[src/rtl/fb_pkg.sv]
// Shared types and constants for the frame-buffer stream reader.
// Defines FSM states, sideband tags, default sizes and credit width.
package fb_pkg;

  localparam int FB_WIDTH  = 320;
  localparam int FB_HEIGHT = 240;
  localparam int FB_PIXELS = FB_WIDTH * FB_HEIGHT;

  typedef enum logic [1:0] {
    IDLE  = 2'd0,
    ISSUE = 2'd1,
    DRAIN = 2'd2
  } fb_state_e;

  typedef struct packed {
    logic sof;
    logic eol;
    logic eof;
  } fb_tag_t;

  // Bits needed to hold any value in 0..depth.
  function automatic int credit_w(input int depth);
    return $clog2(depth + 1);
  endfunction

endpackage

[src/rtl/fb_sync_fifo.sv]
// Synchronous FIFO, flop array, head presented straight from flops.
// Ports: CLOCK_50, RESET_N, push/wdata, pop/rdata, count, full, empty.
module fb_sync_fifo
  import fb_pkg::*;
#(
  parameter int DW    = 11,
  parameter int DEPTH = 4,
  localparam int AW   = $clog2(DEPTH),
  localparam int CW   = credit_w(DEPTH)
) (
  input  logic          CLOCK_50,
  input  logic          RESET_N,
  input  logic          push,
  input  logic [DW-1:0] wdata,
  input  logic          pop,
  output logic [DW-1:0] rdata,
  output logic [CW-1:0] count,
  output logic          full,
  output logic          empty
);

  logic [DW-1:0] mem_q [DEPTH];
  logic [DW-1:0] mem_d [DEPTH];
  logic [AW-1:0] wr_q, wr_d;
  logic [AW-1:0] rd_q, rd_d;
  logic [CW-1:0] cnt_q, cnt_d;
  logic          do_pop;

  assign do_pop = pop && !empty;

  always_comb begin
    mem_d = mem_q;
    wr_d  = wr_q;
    rd_d  = rd_q;
    cnt_d = cnt_q;
    if (push) begin
      mem_d[wr_q] = wdata;
      wr_d        = wr_q + AW'(1);
    end
    if (do_pop) begin
      rd_d = rd_q + AW'(1);
    end
    unique case ({push, do_pop})
      2'b10:   cnt_d = cnt_q + CW'(1);
      2'b01:   cnt_d = cnt_q - CW'(1);
      default: cnt_d = cnt_q;
    endcase
  end

  always_ff @(posedge CLOCK_50) begin
    if (!RESET_N) begin
      for (int i = 0; i < DEPTH; i++) begin
        mem_q[i] <= '0;
      end
      wr_q  <= '0;
      rd_q  <= '0;
      cnt_q <= '0;
    end else begin
      mem_q <= mem_d;
      wr_q  <= wr_d;
      rd_q  <= rd_d;
      cnt_q <= cnt_d;
    end
  end

  assign rdata = mem_q[rd_q];
  assign count = cnt_q;
  assign full  = (cnt_q == CW'(DEPTH));
  assign empty = (cnt_q == '0);

  // Upstream credit must prevent writes into a full FIFO.
  a_no_overflow: assert property (
    @(posedge CLOCK_50) disable iff (!RESET_N)
    !(push && full && !do_pop)
  );

endmodule

[src/rtl/fb_stream_reader.sv]
// Raster-order frame-buffer reader: 1-cycle-latency RAM reads to a
// valid/ready pixel stream with sof/eol/eof. Credit-based issue.
// Ports: CLOCK_50, RESET_N, start/busy/done, mem_* RAM side,
// pix_* stream side. Macro FB_LOOP_EN selects continuous scanning.
module fb_stream_reader
  import fb_pkg::*;
#(
  parameter int DATA_WIDTH = 8,
  parameter int ADDR_WIDTH = 20,
  parameter int WIDTH      = FB_WIDTH,
  parameter int HEIGHT     = FB_HEIGHT,
  parameter int BASE_ADDR  = 0,
  parameter int FIFO_DEPTH = 4
) (
  input  logic                  CLOCK_50,
  input  logic                  RESET_N,
  input  logic                  start,
  output logic                  busy,
  output logic                  done,
  output logic [ADDR_WIDTH-1:0] mem_addr,
  output logic                  mem_en,
  output logic                  mem_write,
  output logic [DATA_WIDTH-1:0] mem_wdata,
  input  logic [DATA_WIDTH-1:0] mem_rdata,
  output logic [DATA_WIDTH-1:0] pix_data,
  output logic                  pix_valid,
  input  logic                  pix_ready,
  output logic                  pix_sof,
  output logic                  pix_eol,
  output logic                  pix_eof
);

`ifdef FB_LOOP_EN
  localparam bit LOOP_EN = 1'b1;
`else
  localparam bit LOOP_EN = 1'b0;
`endif

  localparam int CRW = credit_w(FIFO_DEPTH);
  localparam int XW  = (WIDTH > 1) ? $clog2(WIDTH) : 1;
  localparam int YW  = (HEIGHT > 1) ? $clog2(HEIGHT) : 1;
  localparam int FW  = DATA_WIDTH + 3;

  localparam logic [XW-1:0] X_LAST = XW'(WIDTH - 1);
  localparam logic [YW-1:0] Y_LAST = YW'(HEIGHT - 1);
  localparam logic [ADDR_WIDTH-1:0] A_BASE =
    ADDR_WIDTH'(BASE_ADDR);

  fb_state_e             state_q, state_d;
  logic [XW-1:0]         col_q, col_d;
  logic [YW-1:0]         row_q, row_d;
  logic [ADDR_WIDTH-1:0] addr_q, addr_d;
  logic                  inflight_q, inflight_d;
  fb_tag_t               tag_q, tag_d;
  logic                  done_q, done_d;

  fb_tag_t               issue_tag;
  fb_tag_t               head_tag;
  logic [CRW-1:0]        fifo_count;
  logic                  fifo_full;
  logic                  fifo_empty;
  logic [FW-1:0]         fifo_wdata;
  logic [FW-1:0]         fifo_rdata;
  logic                  credit_ok;
  logic                  issue;
  logic                  col_end;
  logic                  row_end;
  logic                  pop;
  logic                  last_out;

  // Reads in flight are counted against FIFO space before issuing.
  assign credit_ok = !fifo_full &&
    ((fifo_count + CRW'(inflight_q)) < CRW'(FIFO_DEPTH));
  assign issue   = (state_q == ISSUE) && credit_ok;
  assign col_end = (col_q == X_LAST);
  assign row_end = (row_q == Y_LAST);
  assign pop     = pix_valid && pix_ready;

  // Drain finishes on the edge that pops the final buffered pixel.
  assign last_out = !inflight_q &&
    (fifo_empty || ((fifo_count == CRW'(1)) && pop));

  always_comb begin
    issue_tag.sof = (col_q == '0) && (row_q == '0);
    issue_tag.eol = col_end;
    issue_tag.eof = col_end && row_end;
  end

  always_comb begin
    state_d    = state_q;
    col_d      = col_q;
    row_d      = row_q;
    addr_d     = addr_q;
    tag_d      = tag_q;
    done_d     = 1'b0;
    inflight_d = issue;
    if (issue) begin
      tag_d = issue_tag;
      if (col_end) begin
        col_d = '0;
        if (row_end) begin
          row_d  = '0;
          addr_d = A_BASE;
        end else begin
          row_d  = row_q + YW'(1);
          addr_d = addr_q + ADDR_WIDTH'(1);
        end
      end else begin
        col_d  = col_q + XW'(1);
        addr_d = addr_q + ADDR_WIDTH'(1);
      end
    end
    unique case (1'b1)
      (state_q == IDLE): begin
        if (start) state_d = ISSUE;
      end
      (state_q == ISSUE): begin
        if (issue && col_end && row_end && !LOOP_EN)
          state_d = DRAIN;
      end
      (state_q == DRAIN): begin
        if (last_out) begin
          state_d = IDLE;
          done_d  = 1'b1;
        end
      end
      default: state_d = IDLE;
    endcase
  end

  always_ff @(posedge CLOCK_50) begin
    if (!RESET_N) begin
      state_q    <= IDLE;
      col_q      <= '0;
      row_q      <= '0;
      addr_q     <= A_BASE;
      inflight_q <= 1'b0;
      tag_q      <= '0;
      done_q     <= 1'b0;
    end else begin
      state_q    <= state_d;
      col_q      <= col_d;
      row_q      <= row_d;
      addr_q     <= addr_d;
      inflight_q <= inflight_d;
      tag_q      <= tag_d;
      done_q     <= done_d;
    end
  end

  assign fifo_wdata = {tag_q, mem_rdata};

  fb_sync_fifo #(
    .DW    (FW),
    .DEPTH (FIFO_DEPTH)
  ) u_fifo (
    .CLOCK_50 (CLOCK_50),
    .RESET_N  (RESET_N),
    .push     (inflight_q),
    .wdata    (fifo_wdata),
    .pop      (pop),
    .rdata    (fifo_rdata),
    .count    (fifo_count),
    .full     (fifo_full),
    .empty    (fifo_empty)
  );

  assign {head_tag, pix_data} = fifo_rdata;

  assign pix_valid = !fifo_empty;
  assign pix_sof   = pix_valid && head_tag.sof;
  assign pix_eol   = pix_valid && head_tag.eol;
  assign pix_eof   = pix_valid && head_tag.eof;

  // In loop mode done marks each eof handshake directly.
  assign done = done_q || (LOOP_EN && pop && pix_eof);
  assign busy = (state_q != IDLE);

  assign mem_en    = issue;
  assign mem_addr  = addr_q;
  assign mem_write = 1'b0;
  assign mem_wdata = '0;

endmodule

[config.mk]
export PLATFORM = sky130hd
export DESIGN_NAME = fb_stream_reader
export DESIGN_NICKNAME = d
export VERILOG_FILES = /design/src/rtl/fb_pkg.sv /design/src/rtl/fb_sync_fifo.sv /design/src/rtl/fb_stream_reader.sv
export SDC_FILE = /design/constraint.sdc
export NUM_CORES = 1
export LEC_CHECK = 0
export ABC_AREA = 1
export BUFFER_PORTS_ARGS = -buffer_cell sky130_fd_sc_hd__buf_2
export CAP_MARGIN = 30
export CORE_MARGIN = 3
export CORE_UTILIZATION = 60
export CTS_BUF_LIST = sky130_fd_sc_hd__clkbuf_8 sky130_fd_sc_hd__clkbuf_16
export DETAILED_ROUTE_END_ITERATION = 6
export PLACE_DENSITY = 0.79
export REMOVE_ABC_BUFFERS = 1
export SYNTH_ARGS = -nofsm -noshare
export SYNTH_HDL_FRONTEND = slang
export SYNTH_SLANG_ARGS = --single-unit
[constraint.sdc]
create_clock -name CLOCK_50 -period 3.9 [get_ports CLOCK_50]
set_input_delay 0.585 -clock CLOCK_50 [delete_from_list [all_inputs] [get_ports CLOCK_50]]
set_output_delay 0.585 -clock CLOCK_50 [all_outputs]
set_load 0.02 [all_outputs]
* After elaboration in Yosys (flattened, before gate mapping)
Cells that the tools add are included.
Cells by class: add/subtract/negate cells 8, magnitude comparators 4, equality and inequality tests 11, muxes and demuxes 16, bitwise gates (word level) 2, reductions and logical operators 27
Operators by type and width (count):
- bitwise mux 44 bit | 1
- 2-to-1 mux 20 bit | 2
- 2-to-1 mux 11 bit | 3
- binary-select mux 11 bit (select 2 bit) | 1
- demux 11 bit (select 2 bit) | 1
- adder 20 x 1 -> 20 bit (second input constant) | 1
- logical AND 1 bit | 14
- adder 9 x 1 -> 9 bit (second input constant) | 1
- equality test 9 bit (second input constant) | 1
- zero test 9 bit | 1
- 2-to-1 mux 9 bit | 1
- adder 8 x 1 -> 8 bit (second input constant) | 1
- equality test 8 bit (second input constant) | 1
- zero test 8 bit | 1
- 2-to-1 mux 8 bit | 1
- >= comparator 3 bit (second input constant) | 2
- 2-to-1 mux 2 bit | 3
- inverter 2 -> 3 bit | 2
- case mux 2 bit (3 select lines) | 1
- case mux 3 bit (2 select lines) | 1
- adder 2 x 1 -> 2 bit (second input constant) | 2
- equality test 2 x 1 -> 1 bit (second input constant) | 2
- equality test 2 bit (second input constant) | 2
- inequality test 2 bit (second input constant) | 2
- 16 further kinds | 20
Word-level totals: register bits 95, output and inout port bits 44, word-level logic and storage cells 84

* Longest topological paths before layout
Gate-level depths: netlist (run 1).
depth after elaboration 8, mapped depth 12

* Modules after synthesis
A second synthesis (run 1) with hierarchy kept.
Second synthesis, totals: cells, all modules 674, area, all modules 4733.3 µm²
Modules (own cells, without submodules):
- fb_stream_reader | instances 1, cells each 359, area an instance 2476.1 µm²
- fb_sync_fifo | instances 1, cells each 315, area an instance 2257.2 µm²

* Worst setup path after synthesis (run 1)
Ideal clock, no wire load.
path kind register to output, start register u_fifo.rd_q[0], end output pix_eol, arrival time 1302 ps, setup slack 2013 ps, stages on the path, launching flop included 7, buffers on the path 2, path through dfxtp_1 clkbuf_1 clkbuf_1 nor2_1 nor2_1 o21ai_0 a21oi_1
Between the ends: word-level cells in the longest chain between the ends 5
Ends and longest elaborated chain:
- from (decl) | RTL line fb_sync_fifo.sv:25 | logic [AW-1:0] rd_q, rd_d;
- from (signal assigned) | RTL line fb_sync_fifo.sv:61 | rd_q <= rd_d;
- inverter 2 -> 3 bit (not written as such) | RTL line fb_sync_fifo.sv:66 | assign rdata = mem_q[rd_q];
- binary-select mux 11 bit (select 2 bit) | RTL line fb_sync_fifo.sv:66
- 2-to-1 mux 11 bit (not written as such) (2 in series) | RTL line fb_sync_fifo.sv:66
- logical AND 1 bit | RTL line fb_stream_reader.sv:172 | assign pix_eol = pix_valid && head_tag.eol;
- to (decl) | RTL line fb_stream_reader.sv:29 | output logic pix_eol,
Every way passes these cells. The select of a mux whose other input is x is not followed.

* Final worst setup path (run 1)
start register u_fifo.cnt_q[0], in the netlist u_fifo.count[0], end output mem_en
Between the ends: word-level cells in the longest chain between the ends 4, elaborated cells between the ends (all ways) 6, those cells by class 1 x add/sub; 1 x order compare; 1 x eq/ne; 3 x reduce/logical
Ends and longest elaborated chain:
- from (decl) | RTL line fb_sync_fifo.sv:26 | logic [CW-1:0] cnt_q, cnt_d;
- from (signal assigned) | RTL line fb_sync_fifo.sv:62 | cnt_q <= cnt_d;
- adder 3 x 1 -> 3 bit / equality test 3 bit (equally long branches) | RTL line fb_stream_reader.sv:73, fb_sync_fifo.sv:68
- < comparator 3 bit / zero test 1 bit (equally long branches) | RTL line fb_stream_reader.sv:73, fb_stream_reader.sv:72
- logical AND 1 bit * | RTL line fb_stream_reader.sv:72 | assign credit_ok = !fifo_full &&
- logical AND 1 bit * | RTL line fb_stream_reader.sv:74 | assign issue = (state_q == ISSUE) && credit_ok;
- to (decl) | RTL line fb_stream_reader.sv:21 | output logic mem_en,
Mark *: on every way between the ends. The rest lies on a longest branch, timed or not.

==> metrics.txt, run 1 <==
1st-iter DRT viols roughly 220; ys async rst share 0%; Setup crit start kind register; power per cell area approximately 420 nW/um^2; worst endpoint data arrival time approximately 2100 ps; Reg power frac approximately half; via-per-instance ratio 5.42; Synth Cell Area about 4800 sq um; Final Hold Viols 0; Fill cells 628; CTS tree built; Slew headroom 53.7%; first-pass GRT wire length approximately 17 mm; clk buf depth 2; Inserted Clock Buffers 9; Core Region 7490 sq um; CTS resizes 0; HP Class input pin to register; post-route ant nets 0; # hold bufs at CTS 0; highest metal used met4; Rows 31; final worst path period share between 60% and 70%; vias in the first global route 3888; met3 routed WL ~640 um; largest net degree at the start of global routing 57; clock sinks 95; M1 WL roughly 4.5 mm; fmax 0.367 GHz; Clock power frac between 20% and 30%; VDD IR-drop max 0.000227 V; Crit Path Category register to primary output; I/O pin cnt 56; GRT Total Usage between 20% and 30%; placer congestion estimate approximately 0.85; nets@finish 725; Synth cell types 38; Starting Density between 60% and 70%; unrepaired setup endpoints after global routing no; IO Port Bufs between 40 and 50; Die Area slightly above 9000 sq um; most common cell after layout, fill and taps aside nor2_1; Worst Clk Skew 12.5 ps; Max-Cap Viols 0; number of synthesis warnings 0; Die Ht ~95 um; H-Tree Depth 3; DRT Wirelength 10.5 mm; setup TNS 0 ps; Least-Margin Pin Slew between 600 and 700 ps; via count between 4k and 5k; number of synthesized flops with an enable pin 0; Psw about 0.00076 W; CTS Root Cell clkbuf_8; grt total ovfl 0; Int Pwr 0.00141 W; Tmin final roughly 2700 ps; drc violations 0; post-synthesis sequential area ratio roughly two fifths; Routed met2 length approximately 5.3 mm; Synth Flop Type dfxtp_1; area grow syn2layout 8.01%; layout cells sized above 1 approximately 15%; Wirelength per Cell between 10 and 15 um; Sw Ratio 34.9%; diode count 0; max-slew violations 0; Chip Width approximately 95 um; Synth Area per Inst between 7 and 8 sq um; Critical Path Fanout Max 24; Req. time, crit path roughly 3300 ps; P_leak approximately 2.1 nW; Post-CTS Setup Inserts 0; worst skew pair latency between 300 and 400 ps; Detail Placement HPWL between 7 and 8 mm; DRT Pass-1 Iters 5; Synth Instances 665; clock-pin slew on the worst setup and hold paths 90 ps; Hold WS ~480 ps; run status finished, final reports clean; register bit total from synthesis 95; most frequent cells in the layout 149 x nor2_1, 95 x dfxtp_1, 80 x o21ai_0; final setup vio count 0; initial antenna violation count 0; Crit. End Element primary output; Comb pwr share between 20% and 30%
metal layers:
metal,up-vias,track usage [%]
met3,14,5.05
met1,1998,28.7
met5,-,0
met2,134,43.9
met4,0,5.65
li1,2208,-
cells in the mapped netlist (10+ instances only):
library cell,n,area [sq um]
nand3_1,20,100
nor2_1,149,559
a21oi_1,39,195
nand2_1,78,293
nor3_1,15,75.1
nand4_1,14,87.6
dfxtp_1,95,1900
inv_1,58,218
o21ai_0,80,400
buf_4,10,75.1
ha_1,14,175
nor2_2,14,87.6
clkbuf_1,14,52.6
kinds of logic (layout without fill, tap and decap cells):
logic type / count (synthesis) / count (layout) / synth area share [%]
and+or+nand+nor: 310 / 310 / 29.6
buffers and inverters: 96 / 127 / 9.32
other: 1 / 9 / 0.0787
xor gates and xnor gates: 8 / 8 / 1.47
DFF: 95 / 95 / 39.9
AOI/OAI and AO/OA: 141 / 141 / 15.9
adders and majority gates: 14 / 14 / 3.68
final cells by class:
type	count	area, sq um	share of cell area (%)
flip-flops and latches	95	1900	37.0
clock inverters	7	63.8	1.24
clock buffers	9	124	2.41
well taps	99	124	2.41
multi-input cells	482	2450	47.6
repair buffers	48	245	4.77
inverters	63	239	4.64
path summary, 6_finish.rpt:
path / from / endpoint / slack (ps) / depth (start not counted)
worst min register to register: u_fifo.mem_q[14] / u_fifo.mem_q[14] / 490 / 2
worst min-delay path: start / state_q[0] / 480 / 3
worst max register to register: u_fifo.count[0] / col_q[8] / 1720 / 12
worst max-delay path: u_fifo.count[0] / mem_en / 1180 / 8
flip-flops by register name, summed over array words and instances (netlist names):
register      flops
u_fifo.rd_q       2
u_fifo.mem_q     44
row_q             8
u_fifo.wr_q       2
fifo_wdata        3
state_q           2
inflight_q        1
done              1
col_q             9
mem_addr         20
u_fifo.count      3
power groups by stage:
stage	clock [W]	sequential, W	combinational (W)
4_1_cts	0.000626	0.00104	0.000513
6_report	0.000610	0.00104	0.000514
5_1_grt	0.000669	0.00105	0.000575
3_5_place_dp	0	0.00106	0.000510
3_3_place_gp	0	0.00106	0.000496
2_1_floorplan	0	0.00107	0.000345
metrics by stage:
step / cell area, sq um / util, % / setup WS (ps) / std cells / power (W)
CTS: 5150 / 68.7 / 1150 / 803 / 0.00218
floorplan: 4590 / - / 1940 / 640 / 0.00142
global route: 5150 / 68.7 / 933 / 803 / 0.00229
detailed placement: 4960 / 66.2 / 1560 / 787 / 0.00157
global placement: 4960 / 66.2 / 1610 / 787 / 0.00156
finish: 5150 / 68.7 / 1180 / 803 / 0.00216
worst max-delay path, stage by stage (launching register included):
cell and delay (ps):
dfxtp_1 390, inv_1 110, ha_1 210, inv_1 80, nand2_1 50, nand2_1 120
nand2_1 100, nor2_4 450, buf_2 270
(Power assumes the default switching activity.)
==> run 2: changes to the inputs <==
- CORE_UTILIZATION: 60 -> 53
- PLACE_DENSITY: 0.79 -> 0.73
- clock period: 3.9 -> 2.3 ns (I/O delays scaled with it)
==> run 2 against run 1 <==
Against the previous run: register-to-register slack got worse by 1500 ps; via count fell by 0.48%; critical path depth did not move; die area rose by 12%; total power rose by 75%; worst hold slack got worse by 260 ps; global-route usage fell by 1.8 points; first-iteration DRC count fell by 22%; routed wire length rose by 5.3%; highest routed layer unchanged.
==> metrics.txt, run 2 (synthesized netlist as in run 1, its figures left out) <==
run status finished, final reports clean; GRT Total Usage 22.2% (-1.8 points); largest net degree at the start of global routing 33 (-42%); Crit Path Category register to primary output; CTS tree built; worst skew pair latency 370 ps (about the same); I/O pin cnt 56 (unchanged); clock-pin slew on the worst setup and hold paths 100 ps (about the same); P_leak 2.18 nW (+2.7%); most common cell after layout, fill and taps aside nor2_1; VDD IR-drop max 0.000397 V (+75%); Detail Placement HPWL 7.93 mm (+8.6%); post-route ant nets 0 (unchanged); clk buf depth 2 (unchanged); area grow syn2layout 10.4%; Inserted Clock Buffers 9 (unchanged); Die Ht 101 um (+6.0%); Critical-path top delay cell dfxtp_1; Tmin final around 2100 ps; H-Tree Depth 3 (unchanged); final setup vio count 0 (unchanged); most frequent cells in the layout 149 x nor2_1, 94 x dfxtp_1, 80 x o21ai_0; CTS Root Cell clkbuf_8; Req. time, crit path 1960 ps (-1350 ps); DRT Pass-1 Iters 5 (unchanged); Setup crit start kind register; Most flops, register u_fifo.mem_q; drc violations 0 (unchanged); setup TNS 0 ps (unchanged); placer congestion estimate 0.863 (+1.7%); unrepaired setup endpoints after global routing no; via-per-instance ratio 5.28 (-2.5%); nets@finish 736 (+1.5%); Chip Width 101 um (+6.0%); first-pass GRT wire length 18.5 mm (+5.8%); DRT Wirelength 11.1 mm (+5.3%); Rows 33 (+6.5%); Wirelength per Cell 13.5 um (+3.1%); max-slew violations 0 (unchanged); layout cells sized above 1 16.6% (+1.6 points); fmax approximately 0.47 GHz; most used cell, CP nand2_1; Critical Path Fanout Max 5 (-79%); # hold bufs at CTS 0 (unchanged); clock sinks 95 (unchanged); Hold WS 220 ps (-259 ps); Crit. End Element primary output; final worst path period share approximately 93%; crit path cell chain inv_1 > ha_1 > inv_1 > nand2_1 > nand2_1 > nand2_1 > nor2_4 > buf_2; power per cell area 719 nW/um^2 (+71%); Final Hold Viols 0 (unchanged); Die Area 10200 sq um (+12%); IO Port Bufs 46 (unchanged); max reg flops 44 (unchanged); CP Buf/Inv Count 3 (unchanged); family with the most delay on the worst path simple AND/OR/NAND/NOR gates; CP peak stage delay 390 ps (-60 ps); Fill cells 798 (+27%); Starting Density 56.3% (-7.4 points); vias in the first global route 3989 (+2.6%); 1st-iter DRT viols 170 (-22%); via count 4333 (-0.48%); Worst Clk Skew 13.9 ps (+1.42 ps); Core Region 8460 sq um (+13%); HP Class input pin to register; Max-Cap Viols 0 (unchanged); grt total ovfl 0 (unchanged); Least-Margin Pin Slew 499 ps (-195 ps); worst endpoint data arrival time 1800 ps (-340 ps); diode count 0 (unchanged); Slew headroom 66.7% (+13 points); initial antenna violation count 0 (unchanged)
[run 2: changes by cell type in the layout (fill, tap and decap cells not counted)]
cell and change:
dfxtp_1 -1, dfxtp_4 +1, inv_1 -1, inv_8 +3, clkinv_8 -1, clkinvlp_4 +1
clkinv_2 -1, buf_4 +9, buf_12 +1
[run 2: worst register-to-register path, delay by kind of cell (launching register included)]
family,cells,cell delay (ps)
flops,1,390
fa+ha+maj,1,220
buf+inv,4,510
simple gates,8,860
[run 2: metrics by stage]
stage | worst slack (ps) | util, % | cell area, sq um | total power [W] | std cells
finish | 156 | 62.2 | 5260 | 0.00379 | 820
global route | 22.8 | 62.2 | 5260 | 0.00399 | 820
CTS | 21.0 | 62.0 | 5250 | 0.00378 | 819
detailed placement | 241 | 59.6 | 5050 | 0.00270 | 802
global placement | 331 | 59.6 | 5050 | 0.00267 | 802
floorplan | 403 | - | 4590 | 0.00240 | 640
[run 2: power breakdown]
part           switching, W  leakage [nW]  internal, W
combinational      0.000609          1.31     0.000292
sequential        0.0000733         0.770      0.00171
clock              0.000667         0.101     0.000430
total               0.00135          2.18      0.00244
[run 2: final timing paths]
check | from | endpoint | slack (ps) | depth (start not counted)
worst max-delay path | u_fifo.count[0] | mem_en | 160 | 8
worst min-delay path | start | state_q[0] | 220 | 3
worst max register to register | u_fifo.count[0] | col_q[8] | 240 | 13
worst min register to register | u_fifo.mem_q[28] | u_fifo.mem_q[28] | 490 | 2
[run 2: repair_timing]
| item | CTS | global route |
|---|---|---|
| setup endpoints to repair | 1 | 11 |
| pin swaps | 1 | 0 |
| gates resized for setup | 0 | 4 |
| setup buffers | 1 | 0 |
| gates cloned | 0 | 1 |
[run 2: area by class of cell]
type                    instances  area, sq um  area share [%]
repair inverters                1         7.51           0.143
multi-input cells             482         2450            46.5
clock buffers                   9          124            2.35
well taps                     105          131            2.50
repair buffers                 58          333            6.33
flip-flops and latches         95         1910            36.2
clock inverters                 7         68.8            1.31
inverters                      63          243            4.61
[run 2: layer usage]
metal / wire length, um / global-route usage [%] / share of wire (%) / up-vias
met4: 130 / 7.56 / 1.2 / 0
met1: 4920 / 27.4 / 44 / 1985
met3: 506 / 3.32 / 4.6 / 14
li1: - / - / - / 2240
met5: 0 / 0 / 0 / -
met2: 5510 / 39.4 / 50 / 94
